[src/rtl/fifo_2_axis_packer.sv]
// ---------------------------------------------------------------------------
// fifo_2_axis_packer
//
// Pops words from a first-word-fall-through FIFO and packs
// RATIO = AXIS_DATA_WIDTH / FIFO_DATA_WIDTH consecutive words into one
// AXI-Stream beat. Word 0 of a beat goes in lane 0 (little-endian packing).
// A beat is closed early when the FIFO flags the head word as the last word
// of a packet. The beat is presented from a registered output stage.
//
// Optional feature macro: FIFO_2_AXIS_SOF_EN
//   defined   : o_axis_tuser marks the first beat after reset and the first
//               beat after each tlast beat (start of frame).
//   undefined : o_axis_tuser is tied low and no start-of-frame state exists.
//
// Ports
//   i_clk            clock, rising edge
//   i_rst_n          asynchronous active-low reset
//   i_fifo_data      FIFO head word (valid while i_fifo_not_empty)
//   o_fifo_r_stb     pop strobe (combinational)
//   i_fifo_not_empty FIFO head valid
//   i_fifo_last      head word is the last word of a packet
//   o_axis_tuser     start of frame
//   o_axis_tdata     packed beat
//   o_axis_tkeep     byte enables of the filled lanes
//   o_axis_tvalid    beat valid
//   i_axis_tready    downstream ready
//   o_axis_tlast     last beat of a packet
// ---------------------------------------------------------------------------
module fifo_2_axis_packer #(
  parameter int FIFO_DATA_WIDTH = 32,
  parameter int AXIS_DATA_WIDTH = 128
) (
  input  logic                         i_clk,
  input  logic                         i_rst_n,
  input  logic [FIFO_DATA_WIDTH-1:0]   i_fifo_data,
  output logic                         o_fifo_r_stb,
  input  logic                         i_fifo_not_empty,
  input  logic                         i_fifo_last,
  output logic                         o_axis_tuser,
  output logic [AXIS_DATA_WIDTH-1:0]   o_axis_tdata,
  output logic [AXIS_DATA_WIDTH/8-1:0] o_axis_tkeep,
  output logic                         o_axis_tvalid,
  input  logic                         i_axis_tready,
  output logic                         o_axis_tlast
);

  localparam int RATIO      = AXIS_DATA_WIDTH / FIFO_DATA_WIDTH;
  localparam int IDX_W      = (RATIO > 1) ? $clog2(RATIO) : 1;
  localparam int LANE_BYTES = FIFO_DATA_WIDTH / 8;

  // Lane index of the next word within the beat being assembled.
  logic [IDX_W-1:0] idx;

  // Pack register. Only lanes 0..RATIO-2 are ever written; the top lane is
  // always filled straight from the head word by the completing pop.
  logic [RATIO-1:0][FIFO_DATA_WIDTH-1:0] pack;

  logic completing;
  logic pop;
  logic load;
  logic beat_user;

  logic [RATIO-1:0][FIFO_DATA_WIDTH-1:0] merged_data;
  logic [RATIO-1:0][LANE_BYTES-1:0]      merged_keep;

  logic                         out_valid;
  logic [AXIS_DATA_WIDTH-1:0]   out_data;
  logic [AXIS_DATA_WIDTH/8-1:0] out_keep;
  logic                         out_last;
  logic                         out_user;

  // A completing word closes the beat and must land in the output stage, so
  // it may only pop when that stage is empty or being drained this cycle.
  // Non-completing words only touch the pack register and always pop.
  // The reset term keeps the strobe low while the block is held in reset.
  always_comb begin
    completing = (idx == IDX_W'(RATIO - 1)) | i_fifo_last;
    pop        = i_rst_n & i_fifo_not_empty &
                 (~completing | ~out_valid | i_axis_tready);
    load       = pop & completing;
  end

  assign o_fifo_r_stb = pop;

  // Beat image: stored lanes below idx, head word at idx, zero above.
  always_comb begin
    merged_data = '0;
    merged_keep = '0;
    for (int unsigned k = 0; k < RATIO; k++) begin
      if (IDX_W'(k) < idx) begin
        merged_data[k] = pack[k];
        merged_keep[k] = '1;
      end else if (IDX_W'(k) == idx) begin
        merged_data[k] = i_fifo_data;
        merged_keep[k] = '1;
      end
    end
  end

  always_ff @(posedge i_clk or negedge i_rst_n) begin
    if (!i_rst_n) begin
      idx  <= '0;
      pack <= '0;
    end else if (pop) begin
      if (completing) begin
        idx <= '0;
      end else begin
        idx <= idx + 1'b1;
        for (int unsigned k = 0; k < RATIO; k++) begin
          if (IDX_W'(k) == idx) begin
            pack[k] <= i_fifo_data;
          end
        end
      end
    end
  end

`ifdef FIFO_2_AXIS_SOF_EN
  // Set after reset and after every tlast beat; cleared by a non-last beat.
  logic sof;

  always_ff @(posedge i_clk or negedge i_rst_n) begin
    if (!i_rst_n) begin
      sof <= 1'b1;
    end else if (load) begin
      sof <= i_fifo_last;
    end
  end

  assign beat_user = sof;
`else
  assign beat_user = 1'b0;
`endif

  // A load wins over the handshake clear, which keeps beats back-to-back.
  // Without a load the stage holds while tvalid & !tready.
  always_ff @(posedge i_clk or negedge i_rst_n) begin
    if (!i_rst_n) begin
      out_valid <= 1'b0;
      out_data  <= '0;
      out_keep  <= '0;
      out_last  <= 1'b0;
      out_user  <= 1'b0;
    end else if (load) begin
      out_valid <= 1'b1;
      out_data  <= merged_data;
      out_keep  <= merged_keep;
      out_last  <= i_fifo_last;
      out_user  <= beat_user;
    end else if (i_axis_tready) begin
      out_valid <= 1'b0;
    end
  end

  assign o_axis_tvalid = out_valid;
  assign o_axis_tdata  = out_data;
  assign o_axis_tkeep  = out_keep;
  assign o_axis_tlast  = out_last;
  assign o_axis_tuser  = out_user;

endmodule

[config.mk]
export PLATFORM = sky130hd
export DESIGN_NAME = fifo_2_axis_packer
export DESIGN_NICKNAME = d
export VERILOG_FILES = /design/src/rtl/fifo_2_axis_packer.sv
export SDC_FILE = /design/constraint.sdc
export NUM_CORES = 1
export LEC_CHECK = 0
export BUFFER_PORTS_ARGS = -buffer_cell sky130_fd_sc_hd__buf_4
export CORE_MARGIN = 3
export CORE_UTILIZATION = 56
export CTS_CLUSTER_SIZE = 8
export DETAILED_ROUTE_END_ITERATION = 10
export PLACE_DENSITY_LB_ADDON = 0.05
export SETUP_SLACK_MARGIN = 0.4
export SLEW_MARGIN = 20
export SYNTH_ARGS = -nofsm -noshare
export SYNTH_HDL_FRONTEND = slang
export SYNTH_SLANG_ARGS = --single-unit
[constraint.sdc]
create_clock -name i_clk -period 2.7 [get_ports i_clk]
set_clock_uncertainty 0.1 [all_clocks]
set_input_delay 0.54 -clock i_clk [delete_from_list [all_inputs] [get_ports i_clk]]
set_output_delay 0.54 -clock i_clk [all_outputs]
set_load 0.005 [all_outputs]
==> load_flow_metrics.sql <==
INSERT INTO impl_metrics (metric_group, metric, value, unit) VALUES
('outcome', 'outcome', 'completed', ''),
('hold_path', 'holdCritPathClass', 'in2async', ''),
('power_and_ir_drop', 'worst_ir_drop_vdd', '0.000542', 'V'),
('drt', 'route.vias.total', '6532', ''),
('final_layout', 'final_cell_count_no_fill', '1122', ''),
('setup_path', 'slowest_stage', 'sky130_fd_sc_hd__dfrtp_1', ''),
('setup_path', 'crit_required', '2060', 'ps'),
('setup_path', 'crit_chain', 'ha_2 -> and4bb_4 -> a21o_1 -> buf_4', ''),
('drt', 'm1WireLength', '10100', 'µm'),
('clocking', 'clk_latency', '490', 'ps'),
('floorplanning', 'floorplan.initialDensity', '58.5', '%'),
('floorplanning', 'die-width', '139', 'µm'),
('setup_path', 'timing.critical_path.arrival', '1640', 'ps'),
('timing', 'final_period_minus_worst_setup_slack', '2280', 'ps'),
('clocking', 'clk_root_buf', 'sky130_fd_sc_hd__clkbuf_16', ''),
('logic_synthesis', 'seq_area_frac_synth', '58.6', '%'),
('timing', 'fmax', '439', 'MHz'),
('setup_path', 'crit_path_start_kind', 'flop', ''),
('setup_path', 'end_kind', 'primary output', ''),
('run', 'max_cap_viol', '0', ''),
('drt', 'final_antenna_net_count', '0', ''),
('setup_path', 'worstRegToRegCells', '6', ''),
('drt', 'post_drt_wl_per_cell', '21.4', 'µm'),
('clocking', 'tritoncts', 'built', ''),
('global_routing', 'grt_pass1_wl', '38500', 'µm'),
('drt', 'drt_pre_antenna_iters', '4', ''),
('clocking', 'cts_sinks', '232', ''),
('timing', 'fin_hold_ws', '83.1', 'ps'),
('timing', 'layout_worst_path_cycle_share', '84.3', '%'),
('drt', 'drc', '0', ''),
('logic_synthesis', 'synthDominantCellAreaShare', '58.6', '%'),
('clocking', 'cts_buffer_depth', '3', ''),
('floorplanning', 'design.core.area', '0.0169', 'mm²'),
('power_and_ir_drop', 'power.share.clock', '31.2', '%'),
('final_layout', 'synthToLayoutAreaGrowth', '25.4', '%'),
('power_and_ir_drop', 'power.density', '970', 'mW/mm²'),
('power_and_ir_drop', 'p_comb_share', '24.2', '%'),
('timing', 'fin_tns_setup', '0', 'ps'),
('setup_path', 'critical_path.max_stage_delay', '380', 'ps'),
('power_and_ir_drop', 'power.switching', '3200', 'µW'),
('logic_synthesis', 'yosys_warnings', '0', ''),
('global_routing', 'grt_overflow_total', '0', ''),
('global_routing', 'grt_pass1_vias', '7108', ''),
('drt', 'met3_wire_length', '1290', 'µm'),
('setup_path', 'worstPathMaxFanout', '2', ''),
('global_routing', 'grt_use_total', '24.8', '%'),
('placed_design', 'placedCellCount', '1079', ''),
('logic_synthesis', 'synth.top_cells.by_area', 'sky130_fd_sc_hd__dfrtp_1 (59%), sky130_fd_sc_hd__mux2_2 (19%), sky130_fd_sc_hd__mux2_1 (6.3%)', ''),
('final_layout', 'final_layout_size_suffix_gt1_share', '47.1', '%'),
('logic_synthesis', 'syn_avg_cell_area', '13.8', 'µm²'),
('drt', 'met2WireLength', '12200', 'µm'),
('drt', 'detail_route.wirelength', '24000', 'µm'),
('timing', 'actual_slew_at_the_worst_max_slew_pin', '822', 'ps'),
('power_and_ir_drop', 'pwr-share-seq', '44.6', '%'),
('drt', 'detail_route.iter0.violations', '294', ''),
('placed_design', 'place.port_buffers', '183', ''),
('logic_synthesis', 'synth_cells', '716', ''),
('drt', 'avgViaCountPerCell', '5.82', ''),
('clocking', 'cts.clk_slew.worst_paths', '50', 'ps'),
('logic_synthesis', 'synth.distinct_cells', '26', ''),
('power_and_ir_drop', 'total_leakage_power', '0.00607', 'µW'),
('logic_synthesis', 'combined_area_of_all_synthesized_cells', '0.00990', 'mm²'),
('timing', 'rsz0062_at_grt', 'yes', ''),
('logic_synthesis', 'mappedNetlistNets', '758', ''),
('setup_path', 'regToRegSetupSlack', '470', 'ps'),
('floorplanning', 'dieArea', '0.0193', 'mm²'),
('power_and_ir_drop', 'swShare', '26.5', '%'),
('logic_synthesis', 'synth_area_leader_cell', 'sky130_fd_sc_hd__dfrtp_1', ''),
('timing', 'worst_slew_margin_rel', '45.2', '%'),
('placed_design', 'routabilityCongestion', '0.763', ''),
('timing', 'setup_violations', '0', '');
[final cells by class]
cell class | count | area [µm²]
fill | 1120 | 4520
sequential | 232 | 5810
timing repair buffer | 212 | 1660
inverter | 3 | 11.3
clock buffer | 37 | 926
tap | 220 | 275
multi-input combinational | 418 | 3740
[what timing repair did]
action	in CTS	in global routing
hold endpoints to repair	3	0
setup buffers	5	0
resized for setup	1	1
endpoints found under the setup margin	1	19
hold buffers	1	0
pin swaps	1	1
[placed cells by master (no fill, tap or decap)]
| cell | Yosys | routed |
|---|---|---|
| sky130_fd_sc_hd__a21o_1 | 2 | 2 |
| sky130_fd_sc_hd__a22o_1 | 64 | 64 |
| sky130_fd_sc_hd__and2_1 | 1 | 1 |
| sky130_fd_sc_hd__and3_1 | 1 | 1 |
| sky130_fd_sc_hd__and4bb_4 | 0 | 1 |
| sky130_fd_sc_hd__buf_12 | 0 | 4 |
| sky130_fd_sc_hd__buf_4 | 14 | 205 |
| sky130_fd_sc_hd__buf_6 | 7 | 1 |
| sky130_fd_sc_hd__buf_8 | 0 | 1 |
| sky130_fd_sc_hd__clkbuf_16 | 0 | 37 |
| sky130_fd_sc_hd__conb_1 | 1 | 1 |
| sky130_fd_sc_hd__dfrtp_1 | 232 | 232 |
| sky130_fd_sc_hd__dlygate4sd3_1 | 0 | 1 |
| sky130_fd_sc_hd__ha_1 | 5 | 3 |
| sky130_fd_sc_hd__ha_2 | 0 | 2 |
| sky130_fd_sc_hd__inv_1 | 3 | 3 |
| sky130_fd_sc_hd__mux2_1 | 55 | 55 |
| sky130_fd_sc_hd__mux2_2 | 169 | 169 |
| sky130_fd_sc_hd__nand2_1 | 70 | 68 |
| sky130_fd_sc_hd__nand2_2 | 0 | 2 |
| sky130_fd_sc_hd__nand2b_1 | 2 | 2 |
| sky130_fd_sc_hd__nand3_1 | 1 | 1 |
| sky130_fd_sc_hd__nand3_2 | 1 | 1 |
| sky130_fd_sc_hd__nor2_1 | 2 | 2 |
| sky130_fd_sc_hd__nor2b_1 | 2 | 1 |
| sky130_fd_sc_hd__nor2b_4 | 0 | 1 |
| sky130_fd_sc_hd__nor3_4 | 0 | 1 |
| sky130_fd_sc_hd__o21ai_0 | 37 | 37 |
| sky130_fd_sc_hd__o31ai_1 | 2 | 2 |
| sky130_fd_sc_hd__or3_1 | 1 | 1 |
[worst max-delay path: cells and delay by family (launching register included)]
kind / cells / cell delay, ps
AO/OA/AOI/OAI: 1 / 140
buffers and inverters: 1 / 130
flip-flops: 1 / 380
adder cells (fa/ha/maj): 1 / 190
AND/OR/NAND/NOR: 1 / 310
[layer usage]
metal / up-vias / global-route usage [%]
met5: - / 0
met4: 0 / 7.62
met3: 32 / 4.52
met2: 199 / 42.5
met1: 3409 / 32.3
li1: 2892 / -
[power by group through the flow]
stage | logic (µW) | clock network [µW] | registers (µW)
after floorplan | 1590 | 0 | 5210
after global placement | 2800 | 0 | 5320
after detailed placement | 2910 | 0 | 5400
after CTS | 2960 | 3820 | 5360
after global routing | 3160 | 3960 | 5510
final | 2920 | 3760 | 5370
[cells by family after synthesis]
| kind of cell | Yosys count | synth area share, % |
|---|---|---|
| AO/OA/AOI/OAI | 105 | 7.84 |
| AND/OR/NAND/NOR | 83 | 3.55 |
| adder cells (fa/ha/maj) | 5 | 0.632 |
| multiplexers | 224 | 25.5 |
| flip-flops | 232 | 58.6 |
| buffers and inverters | 66 | 3.83 |
| other | 1 | 0.0379 |
[cell usage after synthesis, drive strengths merged]
| cell | n |
|---|---|
| ha | 5 |
| nor3 | 1 |
| and3 | 1 |
| a21o | 2 |
| clkbuf | 19 |
| dfrtp | 232 |
| nand2b | 2 |
| nand3 | 2 |
| o21ai | 37 |
| nand2 | 70 |
| and4bb | 1 |
| conb | 1 |
| a22o | 64 |
| inv | 3 |
| o31ai | 2 |
| or3 | 1 |
| and2 | 1 |
| nor2b | 2 |
| buf | 44 |
| nor2 | 2 |
| mux2 | 224 |
[state kept, by name, indices dropped and copies added, names as in the netlist]
register and cells:
o_axis_tdata 128, o_axis_tvalid 1, idx 2, o_axis_tkeep 4, pack 96, o_axis_tlast 1
[per-stage QoR]
step	power, µW	util (%)	area (µm²)	setup WS [ps]
global placement	8120	67.5	11400	570
detailed placement	8310	67.5	11400	513
CTS	12100	73.3	12400	396
floorplan	6800	-	9900	512
global route	12600	73.3	12400	366
finish	12000	73.3	12400	424
[worst paths after layout]
path	from	to
worst max register to register	idx[0]$_DFFE_PN0P_	o_axis_tdata[18]$_DFFE_PN0P_
worst max-delay path	idx[0]$_DFFE_PN0P_	o_fifo_r_stb
worst min register to register	o_axis_tdata[93]$_DFFE_PN0P_	o_axis_tdata[93]$_DFFE_PN0P_
min in group i_clk	i_fifo_data[2]	o_axis_tdata[98]$_DFFE_PN0P_
worst min-delay path	i_rst_n	o_axis_tdata[96]$_DFFE_PN0P_
max in group asynchronous	i_rst_n	pack[18]$_DFFE_PN0P_
Power figures use the tool's default switching activity.
